**src/rtl/shared_reg_arbiter_pkg.sv**
```systemverilog
// Shared definitions for the shared-register arbiter: state encoding, default widths
// and the round-robin pointer helper.
package shared_reg_pkg;

  localparam int DEF_NUM_REQ = 4;
  localparam int DEF_DATA_W  = 4;

  typedef enum logic {
    ST_IDLE   = 1'b0,
    ST_ACCESS = 1'b1
  } state_t;

  // Index of the requester following idx, wrapping n-1 back to 0.
  function automatic int next_idx(input int idx, input int n);
    return (idx + 1) % n;
  endfunction

endpackage

```
**src/rtl/shared_reg_arbiter_rr_pick.sv**
```systemverilog
// Combinational round-robin picker: the first requester at or above ptr wins,
// wrapping past NUM_REQ-1 back to 0.
module rr_pick #(
  parameter int NUM_REQ = 4,
  parameter int IDX_W   = $clog2(NUM_REQ)
) (
  input  logic [NUM_REQ-1:0] req,
  input  logic [IDX_W-1:0]   ptr,
  output logic [IDX_W-1:0]   win,
  output logic               any
);

  // Scan from the farthest offset down, so the closest requester to ptr overwrites last.
  always_comb begin
    win = '0;
    any = 1'b0;
    for (int k = NUM_REQ - 1; k >= 0; k--) begin
      if (req[(int'(ptr) + k) % NUM_REQ]) begin
        win = IDX_W'((int'(ptr) + k) % NUM_REQ);
        any = 1'b1;
      end
    end
  end

endmodule

```
**src/rtl/shared_reg_arbiter.sv**
```systemverilog
// Round-robin sequencer for one shared register: grants a single read or write per
// two-cycle slot, so accesses never collide on the same edge.
module shared_reg_arbiter
  import shared_reg_pkg::*;
#(
  parameter int                NUM_REQ   = DEF_NUM_REQ,
  parameter int                DATA_W    = DEF_DATA_W,
  parameter logic [DATA_W-1:0] RESET_VAL = '0,
  localparam int               IDX_W     = $clog2(NUM_REQ)
) (
  input  logic                      clk,
  input  logic                      rst_n,
  input  logic [NUM_REQ-1:0]        req,
  input  logic [NUM_REQ-1:0]        we,
  input  logic [NUM_REQ*DATA_W-1:0] wdata,
  output logic [NUM_REQ-1:0]        gnt,
  output logic                      rvalid,
  output logic [DATA_W-1:0]         rdata,
  output logic [IDX_W-1:0]          rid,
  output logic [DATA_W-1:0]         shared_q,
  output logic                      busy
);

  state_t             state_q, state_d;
  logic [IDX_W-1:0]   ptr_q;
  logic [IDX_W-1:0]   win_q;
  logic               we_q;
  logic [DATA_W-1:0]  wdata_q;

  logic [IDX_W-1:0]   pick_win;
  logic               pick_any;
  logic [DATA_W-1:0]  sel_wdata;

  rr_pick #(
    .NUM_REQ (NUM_REQ),
    .IDX_W   (IDX_W)
  ) u_rr_pick (
    .req (req),
    .ptr (ptr_q),
    .win (pick_win),
    .any (pick_any)
  );

  assign sel_wdata = wdata[int'(pick_win)*DATA_W +: DATA_W];

  always_ff @(posedge clk or negedge rst_n) begin
    if (!rst_n) state_q <= ST_IDLE;
    else        state_q <= state_d;
  end

  always_comb begin
    state_d = state_q;
    case (state_q)
      ST_IDLE:   if (pick_any) state_d = ST_ACCESS;
      ST_ACCESS: state_d = ST_IDLE;
      default:   state_d = ST_IDLE;
    endcase
  end

  // The winner's we/wdata are frozen at the selecting edge; anything the requester
  // does while the access is in flight has no effect on it.
  always_ff @(posedge clk or negedge rst_n) begin
    if (!rst_n) begin
      gnt      <= '0;
      rvalid   <= 1'b0;
      rdata    <= '0;
      rid      <= '0;
      shared_q <= RESET_VAL;
      ptr_q    <= '0;
      win_q    <= '0;
      we_q     <= 1'b0;
      wdata_q  <= '0;
    end else begin
      gnt    <= '0;
      rvalid <= 1'b0;
      case (state_q)
        ST_IDLE: begin
          if (pick_any) begin
            win_q   <= pick_win;
            we_q    <= we[pick_win];
            wdata_q <= sel_wdata;
            gnt     <= NUM_REQ'(1) << pick_win;
          end
        end
        ST_ACCESS: begin
          if (we_q) begin
            shared_q <= wdata_q;
          end else begin
            rdata  <= shared_q;
            rid    <= win_q;
            rvalid <= 1'b1;
          end
          ptr_q <= IDX_W'(next_idx(int'(win_q), NUM_REQ));
        end
        default: ;
      endcase
    end
  end

  assign busy = (state_q == ST_ACCESS);

endmodule
```
**config.mk**
```make
export PLATFORM = sky130hd
export DESIGN_NAME = shared_reg_arbiter
export DESIGN_NICKNAME = d
export VERILOG_FILES = /design/src/rtl/shared_reg_arbiter_pkg.sv /design/src/rtl/shared_reg_arbiter_rr_pick.sv /design/src/rtl/shared_reg_arbiter.sv
export SDC_FILE = /design/constraint.sdc
export NUM_CORES = 1
export LEC_CHECK = 0
export BUFFER_PORTS_ARGS = -buffer_cell sky130_fd_sc_hd__buf_2
export CAP_MARGIN = 20
export CORE_UTILIZATION = 45
export DETAILED_ROUTE_END_ITERATION = 16
export PLACE_DENSITY = 0.74
export SLEW_MARGIN = 30
export SYNTH_ARGS = -nofsm -noshare
export SYNTH_HDL_FRONTEND = slang
export SYNTH_HIERARCHICAL = 1
export SYNTH_SLANG_ARGS = --single-unit
```
**constraint.sdc**
```tcl
create_clock -name clk -period 2.3 [get_ports clk]
set_input_delay 0.115 -clock clk [delete_from_list [all_inputs] [get_ports clk]]
set_output_delay 0.115 -clock clk [all_outputs]
set_load 0.01 [all_outputs]
```
==> run summary, run 1 <==
Clk pwr share -> 11.7%
height of the die -> 51.9 um
Avg Cell Area, Syn -> 14.7 um^2
worst skew pair latency -> 0.32 ns
max-cap viol count -> 0
DR vias/cell -> 5.26
non-filler instance count after layout -> 148
Worst setup EP type -> flip-flop
CTS tree -> built
Inst Count DP -> 143
total core area -> 2280 um^2
Routed Antenna Nets -> 0
final setup violating endpoints -> 0
die area -> 2690 um^2
syn_nets -> 102
grt ovf -> 0
Synth Register Bits -> 25
Vias -> 779
# clock sinks -> 25
Filler cells -> 179
sequential share of power -> 46.2%
Initial Util -> 49.1%
min Tclk post-route -> 2.17 ns
vias in the first global route -> 836
CTS root buf -> clkbuf_4
setup tns final -> 0 ns
actual slew at the worst max-slew pin -> 0.717 ns
FF+latch area -> 626 um^2
NetSw -> 0.559 mW
unrepaired setup endpoints after global routing -> no
DIE WIDTH -> 51.9 um
clk slew on worst S/H paths -> 0.14 ns
post-cts gate resize count -> 0
Post-route DRC -> 0
Fmax -> 460 MHz
Slew HR -> 52.0%
Gate Count Post-Synth -> 76
Comb pwr share -> 42.1%
Avg WL per Cell -> 15.4 um
Critical Path Source Type -> flip-flop
Tot Pwr -> 1.66 mW
footprint of the multi-input gates -> 464 um^2
initial antenna violation count -> 0
leakage power -> 0.676 nW
Sw Share -> 33.6%
Fin. Hold Viols -> 0
# IOs -> 42
gpl congestion -> 0.662
all-layer global routing usage -> 20.4%
area grow syn2layout -> 23.9%
Nets -> 147
WP data arrival -> 2.39 ns
WHS -> 0.235 ns
first-pass GRT wire length -> 3.80 mm
First DRT Iteration DRCs -> 9
CP Data Required Time -> 2.51 ns
DRT Wirelength -> 2.28 mm
clock skew -> 0.00521 ns
sequential element share of the synthesized area -> 55.9%
drt first pass iters -> 4
CP max FO -> 10
CTS Hold Bufs -> 1
post-synthesis cell type count -> 20
synthesized cell area -> 1120 um^2
run status -> completed
pin count of the biggest net entering global routing -> 26
CTS buffer count -> 3
pwr dens -> 1200 nW/um^2
yosys warns -> 6
Int Power -> 1.10 mW
Post-CTS Setup Bufs -> 0
Setup CP Type -> flip-flop to flip-flop
H-tree depth -> 1
Hold Crit Class -> primary input to flip-flop
row cnt -> 17
largest buffer count on any clock path -> 2
max-slew violation count -> 0
n_diodes -> 0
Buffers on Ports -> 41
final period utilization -> 94.5%
maximum VDD drop -> 0.684 mV
share of cells above drive strength 1 -> 60.8%
## cell type report
class | instances | area share (%)
Clock buffer | 3 | 1.62
Tap cell | 28 | 2.53
Inverter | 1 | 0.271
Sequential cell | 25 | 45.1
Clock inverter | 1 | 0.361
Timing Repair Buffer | 44 | 16.6
Multi-Input combinational cell | 46 | 33.5
## routing by layer
metal	GRT usage, %	routed length (um)	up-vias
li1	-	-	360
met1	25.6	942	388
met2	33.3	1190	27
met3	3.80	100	4
met4	10.4	41	0
met5	0	0	-
## sequential cells by signal (all words and copies together), names as in the netlist
name / count
busy: 1
we_q: 1
shared_q: 4
gnt: 4
rvalid: 1
ptr_q: 2
win_q: 2
wdata_q: 4
rdata: 4
rid: 2
## worst max-delay path: stages, from the launching register on
cell	delay (ns)
dfrtp_1	0.46
nor3b_1	0.26
a211oi_1	0.10
nor2_1	0.56
mux4_2	0.42
mux2_2	0.27
## power groups by stage
stage | Clock (mW) | Sequential [mW] | Combinational, mW
after floorplan | 0 | 0.813 | 0.440
after global placement | 0 | 0.765 | 0.681
after detailed placement | 0 | 0.778 | 0.708
after CTS | 0.203 | 0.767 | 0.711
after global routing | 0.220 | 0.794 | 0.768
final | 0.195 | 0.768 | 0.700
## through the flow
step	utilization [%]	setup WS, ns	cell area, um^2
6_report	60.9	0.127	1390
5_1_grt	60.9	0.0236	1390
4_1_cts	60.9	0.171	1390
3_5_place_dp	59.3	0.196	1350
3_3_place_gp	59.3	0.353	1350
2_1_floorplan	-	0.496	1120
## cells in the mapped netlist
library cell | instances | area share, %
a211oi_2 | 1 | 1.1
inv_1 | 1 | 0.34
mux4_2 | 5 | 10
a211oi_1 | 1 | 0.67
mux2i_1 | 2 | 1.8
clkbuf_1 | 1 | 0.34
nand2_1 | 3 | 1.0
and3b_2 | 2 | 1.8
a21oi_1 | 2 | 0.89
and3_2 | 1 | 0.67
nand2b_1 | 2 | 1.1
buf_6 | 1 | 1.0
dfrtp_1 | 25 | 56
nor2b_1 | 2 | 1.1
xnor2_1 | 1 | 0.78
nor2_1 | 5 | 1.7
mux2_4 | 1 | 1.3
nor3b_1 | 2 | 1.3
buf_2 | 2 | 0.89
mux2_2 | 16 | 16
## layout by cell type (no fill, tap or decap)
master,instances
nor2_1,5
inv_1,1
a211oi_2,1
and3_2,1
a211oi_1,1
mux4_2,5
nor2b_1,2
dfrtp_1,25
buf_4,2
nand2b_1,2
nor3b_1,2
a21oi_1,2
xnor2_1,1
mux2_2,16
mux2i_1,2
dlygate4sd3_1,1
clkbuf_4,3
clkinv_2,1
mux2_4,1
buf_2,41
and3b_2,2
nand2_1,3
## path summary, 6_finish.rpt
| path | depth (start not counted) | from | end | slack [ns] |
|---|---|---|---|---|
| max | 5 | ptr_q[1] | we_q | 0.13 |
| min | 3 | wdata[4] | wdata_q[0] | 0.24 |
| max reg2reg | 5 | ptr_q[1] | we_q | 0.13 |
| min reg2reg | 1 | rdata[1] | rdata[1] | 0.52 |
| max in group asynchronous | 2 | rst_n | we_q | 1.63 |
| min in group asynchronous | 2 | rst_n | win_q[0] | 0.30 |
## logic make-up (layout without fill, tap and decap cells)
logic type	count (synthesis)	after routing	synth area share (%)
muxes	24	24	29.3
DFF	25	25	55.9
and+or+nand+nor	17	17	8.72
xor gates and xnor gates	1	1	0.783
buffers and inverters	5	49	2.57
AOI/OAI and AO/OA	4	4	2.68
(Power assumes the default switching activity.)
==> inputs of run 2 (changes only) <==
Settings changed: CORE_UTILIZATION 45 to 43.
Clock period 2.3 ns to 1.8 ns, I/O delays scaled along.
==> run summary, run 2 (synthesis gave the netlist of run 1 again) <==
min Tclk post-route -> 1.87 ns
clk slew on worst S/H paths -> 0.14 ns
n_diodes -> 0
Slowest cell on crit path -> mux4_2
row cnt -> 18
Initial Util -> 45.2%
final setup violating endpoints -> 5
H-tree depth -> 1
Routed Antenna Nets -> 0
initial antenna violation count -> 0
Fin. Hold Viols -> 0
drt first pass iters -> 4
First DRT Iteration DRCs -> 6
unrepaired setup endpoints after global routing -> yes
all-layer global routing usage -> 17.6%
maximum VDD drop -> 0.881 mV
largest buffer count on any clock path -> 2
pin count of the biggest net entering global routing -> 26
Post-DP HPWL -> 1.70 mm
Clk pwr share -> 10.8%
height of the die -> 53.0 um
Avg WL per Cell -> 13.8 um
# clock sinks -> 25
max-slew violation count -> 0
Int Power -> 1.50 mW
die area -> 2810 um^2
Buffers on Ports -> 41
CP top delay family -> multiplexers
worst skew pair latency -> 0.31 ns
final period utilization -> 104%
DR vias/cell -> 4.98
NetSw -> 0.724 mW
CTS buffer count -> 3
CTS tree -> built
# IOs -> 42
Nets -> 153
violated checks -> setup timing
DP Worst Slack -> -0.0776 ns
vias in the first global route -> 784
Hold Crit Class -> primary input to flip-flop
reg2reg setup slack -> -0.07 ns
pwr dens -> 1540 nW/um^2
total core area -> 2480 um^2
leakage power -> 0.723 nW
DIE WIDTH -> 53.0 um
commonest cells after routing, fill and taps aside -> buf_2, dfrtp_1, mux2_2
CP max stage delay -> 0.49 ns
CP Data Required Time -> 2.00 ns
actual slew at the worst max-slew pin -> 0.533 ns
DRT Wirelength -> 2.16 mm
CP max FO -> 5
Sw Share -> 32.5%
CP Cell Sequence -> mux2i_1, a211oi_2, buf_4, mux4_2, mux2_4
gpl congestion -> 0.686
Filler cells -> 211
first-pass GRT wire length -> 3.44 mm
area grow syn2layout -> 29.5%
Fmax -> 536 MHz
FF+latch area -> 626 um^2
Setup CP Type -> flip-flop to flip-flop
Vias -> 777
Slew HR -> 64.4%
grt ovf -> 0
footprint of the multi-input gates -> 479 um^2
CTS root buf -> clkbuf_4
PnR worst setup slack -> -0.0664 ns
Critical Path Source Type -> flip-flop
most common cell after layout, fill and taps aside -> buf_2
Crit path buffers/inverters -> 1
sequential share of power -> 43.9%
Post-CTS Setup Bufs -> 0
share of cells above drive strength 1 -> 62.7%
WP data arrival -> 2.07 ns
Post-route DRC -> 0
Tot Pwr -> 2.23 mW
clock skew -> 0.00752 ns
max-cap viol count -> 0
run status -> complete, but fails checks
Comb pwr share -> 45.3%
Worst setup EP type -> flip-flop
run 2: cell count changes in the layout (fill, tap and decap cells not counted), sizes merged:
cell	previous run	this run
buf	43	49
run 2: cell type report:
cell class,instances,share of cell area (%)
clock buffer,3,1.55
clock inverter,1,0.345
inverter,1,0.259
multi-input combinational,46,33.1
sequential,25,43.2
tap,30,2.59
timing repair buffer,50,19.0
run 2: power groups by stage:
stage | Clock [mW] | Combinational, mW | Sequential (mW)
after floorplan | 0 | 0.562 | 1.04
after global routing | 0.271 | 1.10 | 1.01
after global placement | 0 | 0.943 | 0.978
final | 0.241 | 1.01 | 0.978
after CTS | 0.247 | 1.03 | 0.981
after detailed placement | 0 | 0.987 | 0.991
run 2: per-layer routing:
metal / part of all wire (%) / GRT usage (%) / wire, um
met1: 43 / 21.3 / 936
met2: 50 / 31.2 / 1090
met3: 5.6 / 3.45 / 120
met4: 0.70 / 5.26 / 15
met5: 0 / 0 / 0
run 2: worst reg2reg max path, cell delays in order (launching register included):
cell	delay (ns)
dfrtp_1	0.44
mux2i_1	0.15
a211oi_2	0.23
buf_4	0.19
mux4_2	0.49
mux2_4	0.26
run 2: worst paths after layout:
path	start	endpoint	cells past startpoint
worst max-delay path	ptr_q[1]	we_q	5
worst min-delay path	wdata[14]	wdata_q[2]	3
worst max register to register	ptr_q[1]	we_q	5
worst min register to register	rdata[2]	rdata[2]	1
max in group asynchronous	rst_n	ptr_q[1]	2
min in group asynchronous	rst_n	rdata[0]	2
run 2: through the flow:
stage / utilization [%] / area (um^2) / hold WS, ns / cells / setup TNS (ns)
finish: 58.5 / 1450 / 0.213 / 156 / -0.284
global route: 58.5 / 1450 / 0.209 / 156 / -0.866
CTS: 58.5 / 1450 / 0.214 / 156 / -0.396
detailed placement: 56.4 / 1400 / 0.105 / 151 / -0.276
global placement: 56.4 / 1400 / 0.0965 / 151 / -0.00734
floorplan: - / 1120 / -0.206 / 76 / 0
run 2: repair_timing:
action,4_1_cts,5_1_grt
endpoints found under the setup margin,5,5
endpoints found under the hold margin,25,0
hold buffers,1,0
gates resized for setup,4,0
==> inputs of run 3 (changes only) <==
Settings changed: ABC_AREA set to 1, CORE_UTILIZATION 43 to 45, GPL_ROUTABILITY_DRIVEN set to 0.
==> run summary, run 3 <==
run status -> complete, but fails checks
violated checks -> DRC
Synth area leaders -> dfrtp_1, nand2_1, inv_1, nand3_1, o21ai_2
Vias -> 1267
drt first pass iters -> 10
Initial Util -> 48.6%
WHS -> 0.126 ns
worst skew pair latency -> 0.33 ns
vias in the first global route -> 1140
setup tns final -> 0 ns
all-layer global routing usage -> 18.3%
Post-DP HPWL -> 2.07 mm
Worst setup EP type -> flip-flop
H-tree depth -> 1
synthesized cell area -> 1360 um^2
grt ovf -> 0
FF-to-FF path depth -> 14
Avg WL per Cell -> 10.7 um
final setup violating endpoints -> 0
Top FF cell, synth -> dfrtp_1
Slew HR -> 64.3%
Inst Count DP -> 260
hold depth -> 7
First DRT Iteration DRCs -> 30
met2 wire length -> 1.37 mm
Setup CP Type -> flip-flop to flip-flop
Fmax -> 592 MHz
Tot Pwr -> 3.43 mW
leakage power -> 1.04 nW
first-pass GRT wire length -> 4.66 mm
unrepaired setup endpoints after global routing -> yes
hold wc startpoint -> wdata[3]
final period utilization -> 93.9%
Routed Antenna Nets -> 0
DR vias/cell -> 4.75
post-synthesis cell type count -> 22
actual slew at the worst max-slew pin -> 0.536 ns
final core utilization -> 61.3%
largest buffer count on any clock path -> 2
Top Layer Used -> met4
max-slew violation count -> 0
maximum VDD drop -> 0.993 mV
Worst Setup SP -> ptr_q[0]
most common cell after layout, fill and taps aside -> nand2_1
n_diodes -> 0
area leader, netlist -> dfrtp_1
area grow syn2layout -> 26.2%
WL met3 -> 134 um
share of cells above drive strength 1 -> 36.9%
height of the die -> 57.0 um
met1 WL -> 1.29 mm
DIE WIDTH -> 57.0 um
CTS tree -> built
total core area -> 2810 um^2
Reg-to-Reg Start -> ptr_q[0]
DRT Wirelength -> 2.85 mm
# clock sinks -> 25
Critical Path Source Type -> flip-flop
WP data arrival -> 1.94 ns
row cnt -> 19
Hold Crit Class -> primary input to flip-flop
# IOs -> 42
pwr dens -> 2000 nW/um^2
post-synth top area share -> 45.9%
Avg Cell Area, Syn -> 7.33 um^2
CTS root buf -> clkbuf_4
CP max FO -> 6
yosys warns -> 6
most common cell in the netlist -> nand2_1
commonest cells after routing, fill and taps aside -> nand2_1, buf_2, inv_1
die area -> 3250 um^2
DP Worst Slack -> 0.0471 ns
Buffers on Ports -> 41
Fin. Hold Viols -> 0
Nets -> 263
sequential element share of the synthesized area -> 45.9%
PnR worst setup slack -> 0.110 ns
min Tclk post-route -> 1.69 ns
FFs w/ async S/R, synth -> 100%
CTS buffer count -> 3
EDFF count, synth -> 0
final instance area -> 1720 um^2
clock skew -> 0.0120 ns
pin count of the biggest net entering global routing -> 26
Synth Register Bits -> 25
initial antenna violation count -> 0
dpl cell area -> 1620 um^2
non-filler instance count after layout -> 267
Post-route DRC -> 2
CP Data Required Time -> 2.05 ns
clk slew on worst S/H paths -> 0.15 ns
Gate Count Post-Synth -> 186
syn_nets -> 212
max-cap viol count -> 0
synth cell count leaders -> nand2_1, inv_1, dfrtp_1
run 3: cell count changes in the layout (fill, tap and decap cells not counted), sizes merged, moves of 5 or more:
cell | before | now
nand2 | 3 | 78
inv | 1 | 36
nand3 | 0 | 19
mux2 | 17 | 3
o21ai | 0 | 9
mux4 | 5 | 0
run 3: per-layer routing:
layer,vias to the layer above,global-route usage [%]
li1,657,-
met1,558,24.2
met2,46,30.6
met3,6,1.59
met4,0,8.36
met5,-,0
run 3: where the power goes:
| part | internal, mW | switching (mW) | leakage [nW] |
|---|---|---|---|
| registers | 0.827 | 0.166 | 0.310 |
| logic | 0.888 | 1.29 | 0.712 |
| clock network | 0.0853 | 0.178 | 0.0139 |
| total | 1.80 | 1.63 | 1.04 |
run 3: final timing paths:
check	to	slack, ns
worst max-delay path	wdata_q[1]	0.11
worst min-delay path	wdata_q[3]	0.13
worst max register to register	wdata_q[1]	0.11
worst min register to register	rid[0]	0.49
max in group asynchronous	ptr_q[0]	1.14
min in group asynchronous	rdata[1]	0.26
run 3: what timing repair did:
action / 4_1_cts / 5_1_grt
setup buffers: 0 / 1
gates resized for setup: 0 / 18
endpoints found under the hold margin: 25 / 0
setup endpoints to repair: 0 / 5
hold buffers: 1 / 0
run 3: worst max-delay path: stages (launching register included):
cell     delay, ns
dfrtp_2       0.49
buf_6         0.15
nand2_1       0.07
o21ai_2       0.08
nand2_2       0.09
nand3_2       0.08
nand2_2       0.07
nand2_2       0.06
nand2_4       0.10
buf_6         0.12
nand2_1       0.07
nand3_1       0.09
nand2_1       0.06
nand2_1       0.06
nand2_1       0.04
run 3: cell type report:
class / count / area [um^2]
fillers: 274 / 1090
clock inverters: 1 / 7.51
multi-input cells: 120 / 592
inverters: 37 / 149
clock buffers: 3 / 22.5
well taps: 31 / 38.8
repair buffers: 50 / 283
flip-flops and latches: 25 / 627
run 3: logic make-up (layout without fill, tap and decap cells):
logic type / Yosys count / in the layout / synth area share (%)
compound gates: 10 / 10 / 4.77
simple gates: 106 / 106 / 32.9
xor+xnor: 1 / 1 / 0.643
mux: 3 / 3 / 2.48
flops: 25 / 25 / 45.9
buf+inv: 41 / 91 / 13.3
